<file path="config.mk">
export PLATFORM = sky130hd
export DESIGN_NAME = ex_wbck_arb_flat
export DESIGN_NICKNAME = d
export VERILOG_FILES = /design/src/rtl/ex_wbck_arb_if.sv /design/src/rtl/ex_wbck_arb.sv /design/src/flat_wrapper.sv
export SDC_FILE = /design/constraint.sdc
export NUM_CORES = 1
export LEC_CHECK = 0
export ABC_CLOCK_PERIOD_IN_PS = 2800
export CORE_UTILIZATION = 41
export DETAILED_ROUTE_END_ITERATION = 7
export GPL_TIMING_DRIVEN = 0
export PLACE_DENSITY = 0.76
export REMOVE_ABC_BUFFERS = 1
export SLEW_MARGIN = 30
export SYNTH_ARGS = -nofsm -noshare
export SYNTH_HDL_FRONTEND = slang
export SYNTH_SLANG_ARGS = --single-unit
export TNS_END_PERCENT = 1
</file>
<file path="constraint.sdc">
create_clock -name clk -period 2.8 [get_ports clk]
set_input_delay 0.56 -clock clk [delete_from_list [all_inputs] [get_ports clk]]
set_output_delay 0.56 -clock clk [all_outputs]
set_load 0.02 [all_outputs]
</file>
<file path="src/rtl/ex_wbck_arb_if.sv">
// Write-back arbiter bus bundle: ALU result port, long-pipe result port,
// register-file write port and the dispatch hazard-check port.
interface ex_wbck_arb_if #(
    parameter int XLEN        = 32,
    parameter int RFIDX_W     = 5,
    parameter int LFIFO_DEPTH = 2
);
    localparam int CNT_W = $clog2(LFIFO_DEPTH) + 1;

    logic               alu_wbck_i_valid;
    logic               alu_wbck_i_ready;
    logic [RFIDX_W-1:0] alu_wbck_i_idx;
    logic [XLEN-1:0]    alu_wbck_i_wdat;

    logic               longp_wbck_i_valid;
    logic               longp_wbck_i_ready;
    logic [RFIDX_W-1:0] longp_wbck_i_idx;
    logic [XLEN-1:0]    longp_wbck_i_wdat;
    logic               longp_wbck_i_err;

    logic               rf_wbck_o_ena;
    logic [RFIDX_W-1:0] rf_wbck_o_idx;
    logic [XLEN-1:0]    rf_wbck_o_wdat;

    logic [RFIDX_W-1:0] chk_idx;
    logic               chk_hit;
    logic [CNT_W-1:0]   lfifo_cnt;

    // Producer side: ALU, long pipe and dispatch logic.
    modport master (
        output alu_wbck_i_valid, alu_wbck_i_idx, alu_wbck_i_wdat,
        input  alu_wbck_i_ready,
        output longp_wbck_i_valid, longp_wbck_i_idx, longp_wbck_i_wdat, longp_wbck_i_err,
        input  longp_wbck_i_ready,
        input  rf_wbck_o_ena, rf_wbck_o_idx, rf_wbck_o_wdat,
        output chk_idx,
        input  chk_hit, lfifo_cnt
    );

    // Arbiter side.
    modport slave (
        input  alu_wbck_i_valid, alu_wbck_i_idx, alu_wbck_i_wdat,
        output alu_wbck_i_ready,
        input  longp_wbck_i_valid, longp_wbck_i_idx, longp_wbck_i_wdat, longp_wbck_i_err,
        output longp_wbck_i_ready,
        output rf_wbck_o_ena, rf_wbck_o_idx, rf_wbck_o_wdat,
        input  chk_idx,
        output chk_hit, lfifo_cnt
    );
endinterface

</file>
<file path="src/rtl/ex_wbck_arb.sv">
// Write-back arbiter in front of the integer register-file write port.
// Single-cycle ALU results win by default. Long-pipe results queue in a small
// FIFO and are forced through after STARVE_MAX consecutive ALU wins.
module ex_wbck_arb #(
    parameter int XLEN        = 32,
    parameter int RFIDX_W     = 5,
    parameter int LFIFO_DEPTH = 2,
    parameter int STARVE_MAX  = 4
) (
    input logic          clk,
    input logic          rst_n,
    ex_wbck_arb_if.slave wb
);
    localparam int PTR_W = $clog2(LFIFO_DEPTH);
    localparam int CNT_W = PTR_W + 1;
    localparam int STV_W = $clog2(STARVE_MAX + 1);

    logic [RFIDX_W-1:0] idx_q  [LFIFO_DEPTH];
    logic [XLEN-1:0]    wdat_q [LFIFO_DEPTH];
    logic               err_q  [LFIFO_DEPTH];

    logic [PTR_W-1:0] wr_ptr_q, wr_ptr_d;
    logic [PTR_W-1:0] rd_ptr_q, rd_ptr_d;
    logic [CNT_W-1:0] cnt_q, cnt_d;
    logic [STV_W-1:0] starve_q, starve_d;

    logic fifo_nonempty;
    logic lp_ready;
    logic push;
    logic pop;
    logic grant_lp;
    logic alu_ready;
    logic alu_fire;

    // Handshakes and the ALU-vs-FIFO grant decision.
    always_comb begin
        fifo_nonempty = (cnt_q != '0);
        lp_ready      = (cnt_q != CNT_W'(LFIFO_DEPTH));
        push          = wb.longp_wbck_i_valid & lp_ready;
        grant_lp      = fifo_nonempty &
                        (!wb.alu_wbck_i_valid | (starve_q == STV_W'(STARVE_MAX)));
        pop           = grant_lp;
        alu_ready     = !grant_lp;
        alu_fire      = wb.alu_wbck_i_valid & alu_ready;
    end

    // Pointer, occupancy and anti-starvation next-state.
    always_comb begin
        wr_ptr_d = push ? wr_ptr_q + PTR_W'(1) : wr_ptr_q;
        rd_ptr_d = pop  ? rd_ptr_q + PTR_W'(1) : rd_ptr_q;
        cnt_d    = cnt_q;
        if (push && !pop) begin
            cnt_d = cnt_q + CNT_W'(1);
        end else if (!push && pop) begin
            cnt_d = cnt_q - CNT_W'(1);
        end
        starve_d = starve_q;
        if (pop || !fifo_nonempty) begin
            starve_d = '0;
        end else if (alu_fire && (starve_q != STV_W'(STARVE_MAX))) begin
            starve_d = starve_q + STV_W'(1);
        end
    end

    // Control state; reset throws away anything still buffered.
    always_ff @(posedge clk or negedge rst_n) begin
        if (!rst_n) begin
            wr_ptr_q <= '0;
            rd_ptr_q <= '0;
            cnt_q    <= '0;
            starve_q <= '0;
        end else begin
            wr_ptr_q <= wr_ptr_d;
            rd_ptr_q <= rd_ptr_d;
            cnt_q    <= cnt_d;
            starve_q <= starve_d;
        end
    end

    // FIFO payload storage; validity is tracked by the occupancy count alone.
    always_ff @(posedge clk) begin
        if (push) begin
            idx_q[wr_ptr_q]  <= wb.longp_wbck_i_idx;
            wdat_q[wr_ptr_q] <= wb.longp_wbck_i_wdat;
            err_q[wr_ptr_q]  <= wb.longp_wbck_i_err;
        end
    end

    // RF write port: x0 targets and faulted entries are consumed silently.
    always_comb begin
        wb.rf_wbck_o_ena  = 1'b0;
        wb.rf_wbck_o_idx  = '0;
        wb.rf_wbck_o_wdat = '0;
        if (pop) begin
            if (!err_q[rd_ptr_q] && (idx_q[rd_ptr_q] != '0)) begin
                wb.rf_wbck_o_ena  = 1'b1;
                wb.rf_wbck_o_idx  = idx_q[rd_ptr_q];
                wb.rf_wbck_o_wdat = wdat_q[rd_ptr_q];
            end
        end else if (alu_fire && (wb.alu_wbck_i_idx != '0)) begin
            wb.rf_wbck_o_ena  = 1'b1;
            wb.rf_wbck_o_idx  = wb.alu_wbck_i_idx;
            wb.rf_wbck_o_wdat = wb.alu_wbck_i_wdat;
        end
    end

    // Hazard check over stored entries only; the popping head still counts
    // because the RF takes its value at the same edge.
    logic [PTR_W-1:0] chk_off;
    logic             hit;
    always_comb begin
        chk_off = '0;
        hit     = 1'b0;
        for (int i = 0; i < LFIFO_DEPTH; i++) begin
            chk_off = PTR_W'(i) - rd_ptr_q;
            if (({1'b0, chk_off} < cnt_q) && !err_q[i] &&
                (idx_q[i] == wb.chk_idx) && (wb.chk_idx != '0)) begin
                hit = 1'b1;
            end
        end
    end

    // Remaining status outputs.
    always_comb begin
        wb.alu_wbck_i_ready   = alu_ready;
        wb.longp_wbck_i_ready = lp_ready;
        wb.chk_hit            = hit;
        wb.lfifo_cnt          = cnt_q;
    end
endmodule
</file>
<file path="src/flat_wrapper.sv">
// flat-port wrapper written by rule: the top's interface ports become plain ports
module ex_wbck_arb_flat 
#(
    parameter int XLEN        = 32,
    parameter int RFIDX_W     = 5,
    parameter int LFIFO_DEPTH = 2,
    parameter int STARVE_MAX  = 4
)
  (clk, rst_n, wb_alu_wbck_i_valid, wb_alu_wbck_i_idx, wb_alu_wbck_i_wdat, wb_alu_wbck_i_ready, wb_longp_wbck_i_valid, wb_longp_wbck_i_idx, wb_longp_wbck_i_wdat, wb_longp_wbck_i_err, wb_longp_wbck_i_ready, wb_rf_wbck_o_ena, wb_rf_wbck_o_idx, wb_rf_wbck_o_wdat, wb_chk_idx, wb_chk_hit, wb_lfifo_cnt);
  ex_wbck_arb_if #(.XLEN(XLEN), .RFIDX_W(RFIDX_W), .LFIFO_DEPTH(LFIFO_DEPTH)) wb_i ();
  input logic clk;
  input logic rst_n;
  input wire logic [$bits(wb_i.alu_wbck_i_valid)-1:0] wb_alu_wbck_i_valid;
  input wire logic [$bits(wb_i.alu_wbck_i_idx)-1:0] wb_alu_wbck_i_idx;
  input wire logic [$bits(wb_i.alu_wbck_i_wdat)-1:0] wb_alu_wbck_i_wdat;
  output wire logic [$bits(wb_i.alu_wbck_i_ready)-1:0] wb_alu_wbck_i_ready;
  input wire logic [$bits(wb_i.longp_wbck_i_valid)-1:0] wb_longp_wbck_i_valid;
  input wire logic [$bits(wb_i.longp_wbck_i_idx)-1:0] wb_longp_wbck_i_idx;
  input wire logic [$bits(wb_i.longp_wbck_i_wdat)-1:0] wb_longp_wbck_i_wdat;
  input wire logic [$bits(wb_i.longp_wbck_i_err)-1:0] wb_longp_wbck_i_err;
  output wire logic [$bits(wb_i.longp_wbck_i_ready)-1:0] wb_longp_wbck_i_ready;
  output wire logic [$bits(wb_i.rf_wbck_o_ena)-1:0] wb_rf_wbck_o_ena;
  output wire logic [$bits(wb_i.rf_wbck_o_idx)-1:0] wb_rf_wbck_o_idx;
  output wire logic [$bits(wb_i.rf_wbck_o_wdat)-1:0] wb_rf_wbck_o_wdat;
  input wire logic [$bits(wb_i.chk_idx)-1:0] wb_chk_idx;
  output wire logic [$bits(wb_i.chk_hit)-1:0] wb_chk_hit;
  output wire logic [$bits(wb_i.lfifo_cnt)-1:0] wb_lfifo_cnt;
  assign wb_i.alu_wbck_i_valid = wb_alu_wbck_i_valid;
  assign wb_i.alu_wbck_i_idx = wb_alu_wbck_i_idx;
  assign wb_i.alu_wbck_i_wdat = wb_alu_wbck_i_wdat;
  assign wb_alu_wbck_i_ready = wb_i.alu_wbck_i_ready;
  assign wb_i.longp_wbck_i_valid = wb_longp_wbck_i_valid;
  assign wb_i.longp_wbck_i_idx = wb_longp_wbck_i_idx;
  assign wb_i.longp_wbck_i_wdat = wb_longp_wbck_i_wdat;
  assign wb_i.longp_wbck_i_err = wb_longp_wbck_i_err;
  assign wb_longp_wbck_i_ready = wb_i.longp_wbck_i_ready;
  assign wb_rf_wbck_o_ena = wb_i.rf_wbck_o_ena;
  assign wb_rf_wbck_o_idx = wb_i.rf_wbck_o_idx;
  assign wb_rf_wbck_o_wdat = wb_i.rf_wbck_o_wdat;
  assign wb_i.chk_idx = wb_chk_idx;
  assign wb_chk_hit = wb_i.chk_hit;
  assign wb_lfifo_cnt = wb_i.lfifo_cnt;
  ex_wbck_arb #(.XLEN(XLEN), .RFIDX_W(RFIDX_W), .LFIFO_DEPTH(LFIFO_DEPTH), .STARVE_MAX(STARVE_MAX)) u_core (.clk(clk), .rst_n(rst_n), .wb(wb_i));
endmodule
</file>
Word level (Yosys, flattened, before mapping). Memory sizes are Yosys's and may differ from the RTL's. Cells that the tools add are included.

Register bits: 7. Latch bits: 0. Bits in writable memories: 76. Memory bits (read-only): 0. Input port bits: 84. Output and inout bits: 43. Logic and storage cells: 67. Memories: 3.

Add/sub/neg operators: 7. Multipliers: 0. Divide/modulo/power cells: 0. $lt $le $gt $ge: 2. Eq/ne operators: 5. Shifts and indexed selects: 0. Multiplexer cells: 17. Bitwise operators: 4. Reductions and logical operators: 25.

Memories: u_core.wdat_q (words 2, width 32, read ports 1, clocked after memory_dff 0, wr ports 1, line ex_wbck_arb.sv:19) `logic [XLEN-1:0] wdat_q [LFIFO_DEPTH];`; u_core.idx_q (words 2, width 5, read ports 3, clocked after memory_dff 0, wr ports 1, line ex_wbck_arb.sv:18) `logic [RFIDX_W-1:0] idx_q [LFIFO_DEPTH];`; u_core.err_q (words 2, width 1, read ports 3, clocked after memory_dff 0, wr ports 1, line ex_wbck_arb.sv:20) `logic err_q [LFIFO_DEPTH];`.

Operators by type and width (number): $mux W32 (3); $mux W5 (3); $reduce_bool A5 Y1 (3); $logic_and A1 B1 Y1 (11); $eq A5 B5 Y1 (2); $logic_not A1 Y1 (7); $mux W1 (7); $mux W3 (2); $reduce_bool A2 Y1 (3); $lt A1 B2 Y1 (2); $mux W2 (2); $add A3 B1 Y3 const B (1); $and A1 B1 Y1 (3); $eq A3 B3 Y1 const B (1); $ne A3 B3 Y1 const B (1); $add A1 B1 Y1 const B (2); $add A2 B1 Y2 const B (1); $ne A2 B2 Y1 const B (1); $sub A1 B1 Y1 const A (2); $sub A2 B1 Y2 const B (1); $logic_or A1 B1 Y1 (1); $or A1 B1 Y1 (1).

Logic depth before layout (Yosys ltp).
Word-level depth: 8. Depth in mapped cells: 9. Depth with buffers taken out: 9.

Worst setup path after synthesis. No wires, ideal clock.

Path kind: register to register. Start: register u_core.cnt_q[0], in the netlist u_core.wb.lfifo_cnt[0]. End: memory u_core.err_q[0], enable pin. Setup time: 0.433 ns. Data arrival time: 2.731 ns. Required time: 2.367 ns. Path slack: -0.364 ns. Cell stages (with the launch flop): 5. Path buffers: 1. Clock period less this slack: 3.164 ns. Cells stage by stage: dfrtp_1 -> clkbuf_1 -> nand2b_1 -> nand2_1 -> nor2_1.

Cells in the longest elaborated chain, start to end: 4.

Ends and longest elaborated chain: start, declared (line ex_wbck_arb.sv:24) `logic [CNT_W-1:0] cnt_q, cnt_d;`; start signal, assigned (line ex_wbck_arb.sv:75) `cnt_q <= cnt_d;`; $ne A2 B2 Y1 (line ex_wbck_arb.sv:38) `lp_ready = (cnt_q != CNT_W'(LFIFO_DEPTH));`; net wb_longp_wbck_i_ready (line flat_wrapper.sv:21) `output wire logic [$bits(wb_i.longp_wbck_i_ready)-1:0] wb_longp_wbck_i_ready;`; $and A1 B1 Y1 (line ex_wbck_arb.sv:39) `push = wb.longp_wbck_i_valid & lp_ready;`; $mux W1 (line ex_wbck_arb.sv:82) `if (push) begin`; $mux W1 (not written as such) (line ex_wbck_arb.sv:85) `err_q[wr_ptr_q] <= wb.longp_wbck_i_err;`; end, declared (line ex_wbck_arb.sv:20).

The timed path passes the listed nets, and every way through them passes these cells.

Worst setup path after layout.
Start: register u_core.rd_ptr_q. End: output port wb_rf_wbck_o_wdat[29].

Cells in the longest elaborated chain, start to end: 5. Elaborated cells on any way between the ends: 8. Those cells by class: 2 x mux; 3 x reduce/logical; 3 x memory.

Ends and longest elaborated chain: start, declared (line ex_wbck_arb.sv:23) `logic [PTR_W-1:0] rd_ptr_q, rd_ptr_d;`; start signal, assigned (line ex_wbck_arb.sv:74) `rd_ptr_q <= rd_ptr_d;`; $mem_v2 Z2 W5 or $mem_v2 Z2 W1 (tied branches); $reduce_bool A5 Y1 or $logic_not A1 Y1 (tied branches) (line ex_wbck_arb.sv:95) `if (!err_q[rd_ptr_q] && (idx_q[rd_ptr_q] != '0)) begin`; $logic_and A1 B1 Y1 (line ex_wbck_arb.sv:95); $mux W32 * (line ex_wbck_arb.sv:95); $mux W32 * (line ex_wbck_arb.sv:94) `if (pop) begin`; end, declared (line flat_wrapper.sv:24) `output wire logic [$bits(wb_i.rf_wbck_o_wdat)-1:0] wb_rf_wbck_o_wdat;`.

Every way passes the cells marked *; elsewhere a longest branch is shown, timed or not.

==> flow_summary.rst <==
.. list-table::
   :header-rows: 1

   * - Metric
     - Value
   * - Die outline width
     - 98.37 µm
   * - Die Y-Extent
     - 98.37 µm
   * - Worst min-delay path category
     - input port to asynchronous set/reset pin
   * - Via count of the first global-routing pass
     - 2705
   * - DP Worst Slack
     - -0.8474 ns
   * - Run status
     - finished with violations
   * - Count of buffering cells on the critical path with inverters included
     - 2
   * - Most instantiated cells after synthesis
     - edfxtp_1 (76), mux2i_1 (38), o2bb2ai_2 (29)
   * - Delay-heaviest family, CP
     - flip-flops
   * - Max-slew violation count
     - 0
   * - Switching power
     - 0.001706 W
   * - Full die area
     - 9676 µm²
   * - Maximum frequency from static timing analysis
     - 340.5 MHz
   * - Clock tree from TritonCTS
     - yes
   * - Critical Setup Path Class
     - flip-flop to output pin
   * - Proportion of power drawn by combinational gates
     - 44.1%
   * - Post-DR wirelength/cell
     - 20.60 µm
   * - CP max stage cell
     - dfrtp_4
   * - Sequential share of the synthesized area
     - 64.54%
   * - Clock network fraction of total power
     - 17.4%
   * - Violations in the final reports
     - DRC, setup timing
   * - Global-route wire length before repair
     - 14.67 mm
   * - Most used standard cell by instance count after synthesis
     - edfxtp_1
   * - Power density over the cells
     - 838.6 nW/µm²
   * - Reg2reg end
     - u_core.wdat_q[0][18]
   * - Initial antenna violation count
     - 0
   * - Maximum number of pins on one net before global-route repair
     - 21
   * - Overall power
     - 0.004800 W
   * - Starting Density
     - 43.03%
   * - Clock transition time at the flip-flop clock pins of the worst setup and hold paths
     - 0.08 ns
   * - Total standard cell area after synthesis
     - 3807 µm²
   * - Placer Congestion
     - 0.8724
   * - 1st-iter DRT viols
     - 83
   * - Ys flop type
     - edfxtp_1
   * - DRC violation count after routing
     - 5
   * - Buffers from clock root to sink, at most
     - 2
   * - Maximum single-stage delay on the critical path
     - 0.50 ns
   * - Area overhead of the layout relative to synthesis
     - 50.31%
   * - Standard cell area after detailed placement
     - 5233 µm²
   * - Number of buffers added on ports
     - 126
   * - Total Wirelength
     - 10.05 mm
   * - Ys async rst share
     - 8.434%
   * - Worst Max-Slew Pin Slew
     - 0.6706 ns
   * - Flip-flop and latch count after synthesis
     - 83
   * - Clock period minus worst slack
     - 2.937 ns
   * - CP Data Arrival Time
     - 2.38 ns
   * - Setup slack of the worst register-to-register path
     - 0.83 ns
   * - Post-CTS Hold Fix Bufs
     - 0
   * - Final cell count without fillers
     - 488
   * - Data required time of the critical path
     - 2.24 ns
   * - Synthesized area per cell
     - 16.41 µm²
   * - Netlist cell types
     - 31
   * - Hpwl dp
     - 5.760 mm
   * - Number of setup violations in the final report
     - 30
   * - Number of nets in the final layout
     - 462
   * - Yosys Warn Count
     - 0
   * - Slew HR
     - 55.19%
   * - Number of cell rows
     - 34
   * - Num Clock Sinks
     - 83
   * - Number of synthesized flops with an enable pin
     - 76
   * - Switching share of total power
     - 35.55%
   * - Final number of hold-violating endpoints
     - 0
   * - Fraction of layout instances using a drive strength above 1
     - 29.74%
   * - Number of iterations in the first detailed-routing pass
     - 6
   * - Relative contribution of sequential cells to total power
     - 38.4%
   * - Core Footprint
     - 8848 µm²
   * - Number of H-tree branching levels
     - 3
   * - Reg-to-reg critical path startpoint
     - u_core.wb.lfifo_cnt[0]
   * - Vias
     - 2604
   * - Int Pwr
     - 0.003093 W
   * - Source-to-sink clock delay at the later pin of the worst-skew pair
     - 0.34 ns
   * - Number of cell instances on the worst register-to-register path
     - 4
   * - Via density
     - 5.336
   * - Nature of the critical path endpoint
     - output pin
   * - Least setup slack across all paths after layout
     - -0.1366 ns
   * - Ordered cell list for the critical path
     - mux2_4 > a211o_4 > or3_4 > buf_12 > o2bb2ai_4 > buf_6
   * - Post-DRT Antenna Nets
     - 0
   * - Final instance area
     - 5723 µm²
   * - Biggest fanout along the worst timing path
     - 5
   * - Worst IR drop on VDD
     - 0.4198 mV
   * - Root buffer cell
     - clkbuf_8
   * - Aggregate global-route resource usage
     - 20.54%
   * - # Max-Cap Violations
     - 0
   * - Share of the clock period used by the worst path after layout
     - 104.9%
   * - Number of placed cells counting well taps
     - 457
   * - Library cell occupying the most area in the post-synthesis netlist
     - edfxtp_1
   * - I/O pin count
     - 127
   * - Area fraction of the dominant cell type after synthesis
     - 59.94%
   * - Setup repair after global routing missed its margin
     - true
   * - Count of inserted antenna diode cells
     - 0
   * - Total leakage power
     - 2.117 nW
   * - Final core utilization
     - 64.68%
   * - Congestion Overflow GR
     - 0
   * - Synth area leaders
     - edfxtp_1 (60%), o2bb2ai_2 (11%), mux2i_1 (10%), dfrtp_1 (4.6%), xor2_1 (1.8%)
   * - Post-synthesis instance total
     - 232
   * - Fin Clk Skew
     - 0.007468 ns
   * - Worst Setup Start Kind
     - flip-flop
   * - Number of buffers created by CTS
     - 9
-- worst max-delay path by stage --
stage | startpoint | slack [ns] | endpoint | cells after the start
detailed placement | u_core.rd_ptr_q | -0.85 | wb_rf_wbck_o_wdat[0] | 6
global placement | u_core.rd_ptr_q | -2.59 | wb_rf_wbck_o_wdat[31] | 5
floorplan | u_core.rd_ptr_q | -1.27 | wb_rf_wbck_o_wdat[0] | 4
global route | u_core.starve_q[0] | -0.20 | wb_rf_wbck_o_wdat[29] | 8
finish | u_core.rd_ptr_q | -0.14 | wb_rf_wbck_o_wdat[29] | 6
CTS | u_core.rd_ptr_q | -0.16 | wb_rf_wbck_o_wdat[30] | 6
-- layout make-up --
type | instances | area (µm²)
flip-flops and latches | 83 | 2461
multi-input cells | 139 | 1513
well taps | 108 | 135.1
fillers | 684 | 3126
clock buffers | 9 | 123.9
clock inverters | 7 | 68.82
inverters | 5 | 18.77
repair buffers | 137 | 1403
-- stage by stage --
step | TNS [ns] | hold slack, ns
2_1_floorplan | -49.11 | 0.2644
3_3_place_gp | -149.43 | 0.4522
3_5_place_dp | -27.36 | 0.4653
4_1_cts | -4.157 | 0.4675
5_1_grt | -3.973 | 0.4817
6_report | -1.801 | 0.4766
-- cells in the final DEF, fill, tap and decap left out, types with 2 or more instances in the layout --
master	count
clkdlybuf4s50_1	86
edfxtp_1	76
mux2i_1	38
o2bb2ai_2	24
buf_4	23
buf_6	16
clkbuf_8	9
nand2_1	8
xor2_1	8
o2bb2ai_4	7
xnor2_1	7
o21ai_0	6
dfrtp_1	6
inv_1	5
or3_4	5
dlygate4sd2_1	5
or4_1	4
a21oi_1	3
nor2_1	3
clkinvlp_4	3
o21a_2	2
o21a_4	2
ha_1	2
clkinv_1	2
buf_16	2
buf_12	2
-- per-layer routing --
layer | track usage (%) | wire (µm) | vias to the layer above
met3 | 4.724 | 540 | 7
met2 | 34.99 | 5154 | 83
li1 | - | - | 1219
met4 | 4.478 | 44 | 0
met1 | 26.86 | 4313 | 1295
met5 | 0 | 0 | -
-- registers in the layout, summed over array words and instances, names as in the netlist --
name,count
u_core.wdat_q,64
u_core.idx_q,10
u_core.starve_q,3
u_core.err_q,2
u_core.wb.lfifo_cnt,2
u_core.rd_ptr_q,1
u_core.wr_ptr_q,1
-- what timing repair did --
item	in CTS	in global routing
hold endpoints to repair	0	0
pin swaps	6	6
resized for setup	198	21
gates cloned	8	0
setup buffers	7	1
setup endpoints to repair	39	35
-- logic make-up (layout without fill, tap and decap cells) --
kind of cell             Yosys count  count (layout)  synth area share [%]
AO/OA/AOI/OAI                     45              48                 14.16
flip-flops                        83              83                 64.54
multiplexers                      39              39                 10.29
AND/OR/NAND/NOR                   30              34                 4.207
XOR/XNOR                          15              15                 3.451
adder cells (fa/ha/maj)            3               3                0.9860
buffers and inverters             17             158                 2.366
-- power groups by stage --
stage	sequential [W]	combinational [W]	clock (W)
after global placement	0.00200	0.00159	0
after detailed placement	0.00193	0.00177	0
after floorplan	0.00195	0.000960	0
after global routing	0.00187	0.00225	0.000900
after CTS	0.00184	0.00208	0.000850
final	0.00184	0.00212	0.000837
Note: power is estimated with default switching activity, not from simulation.
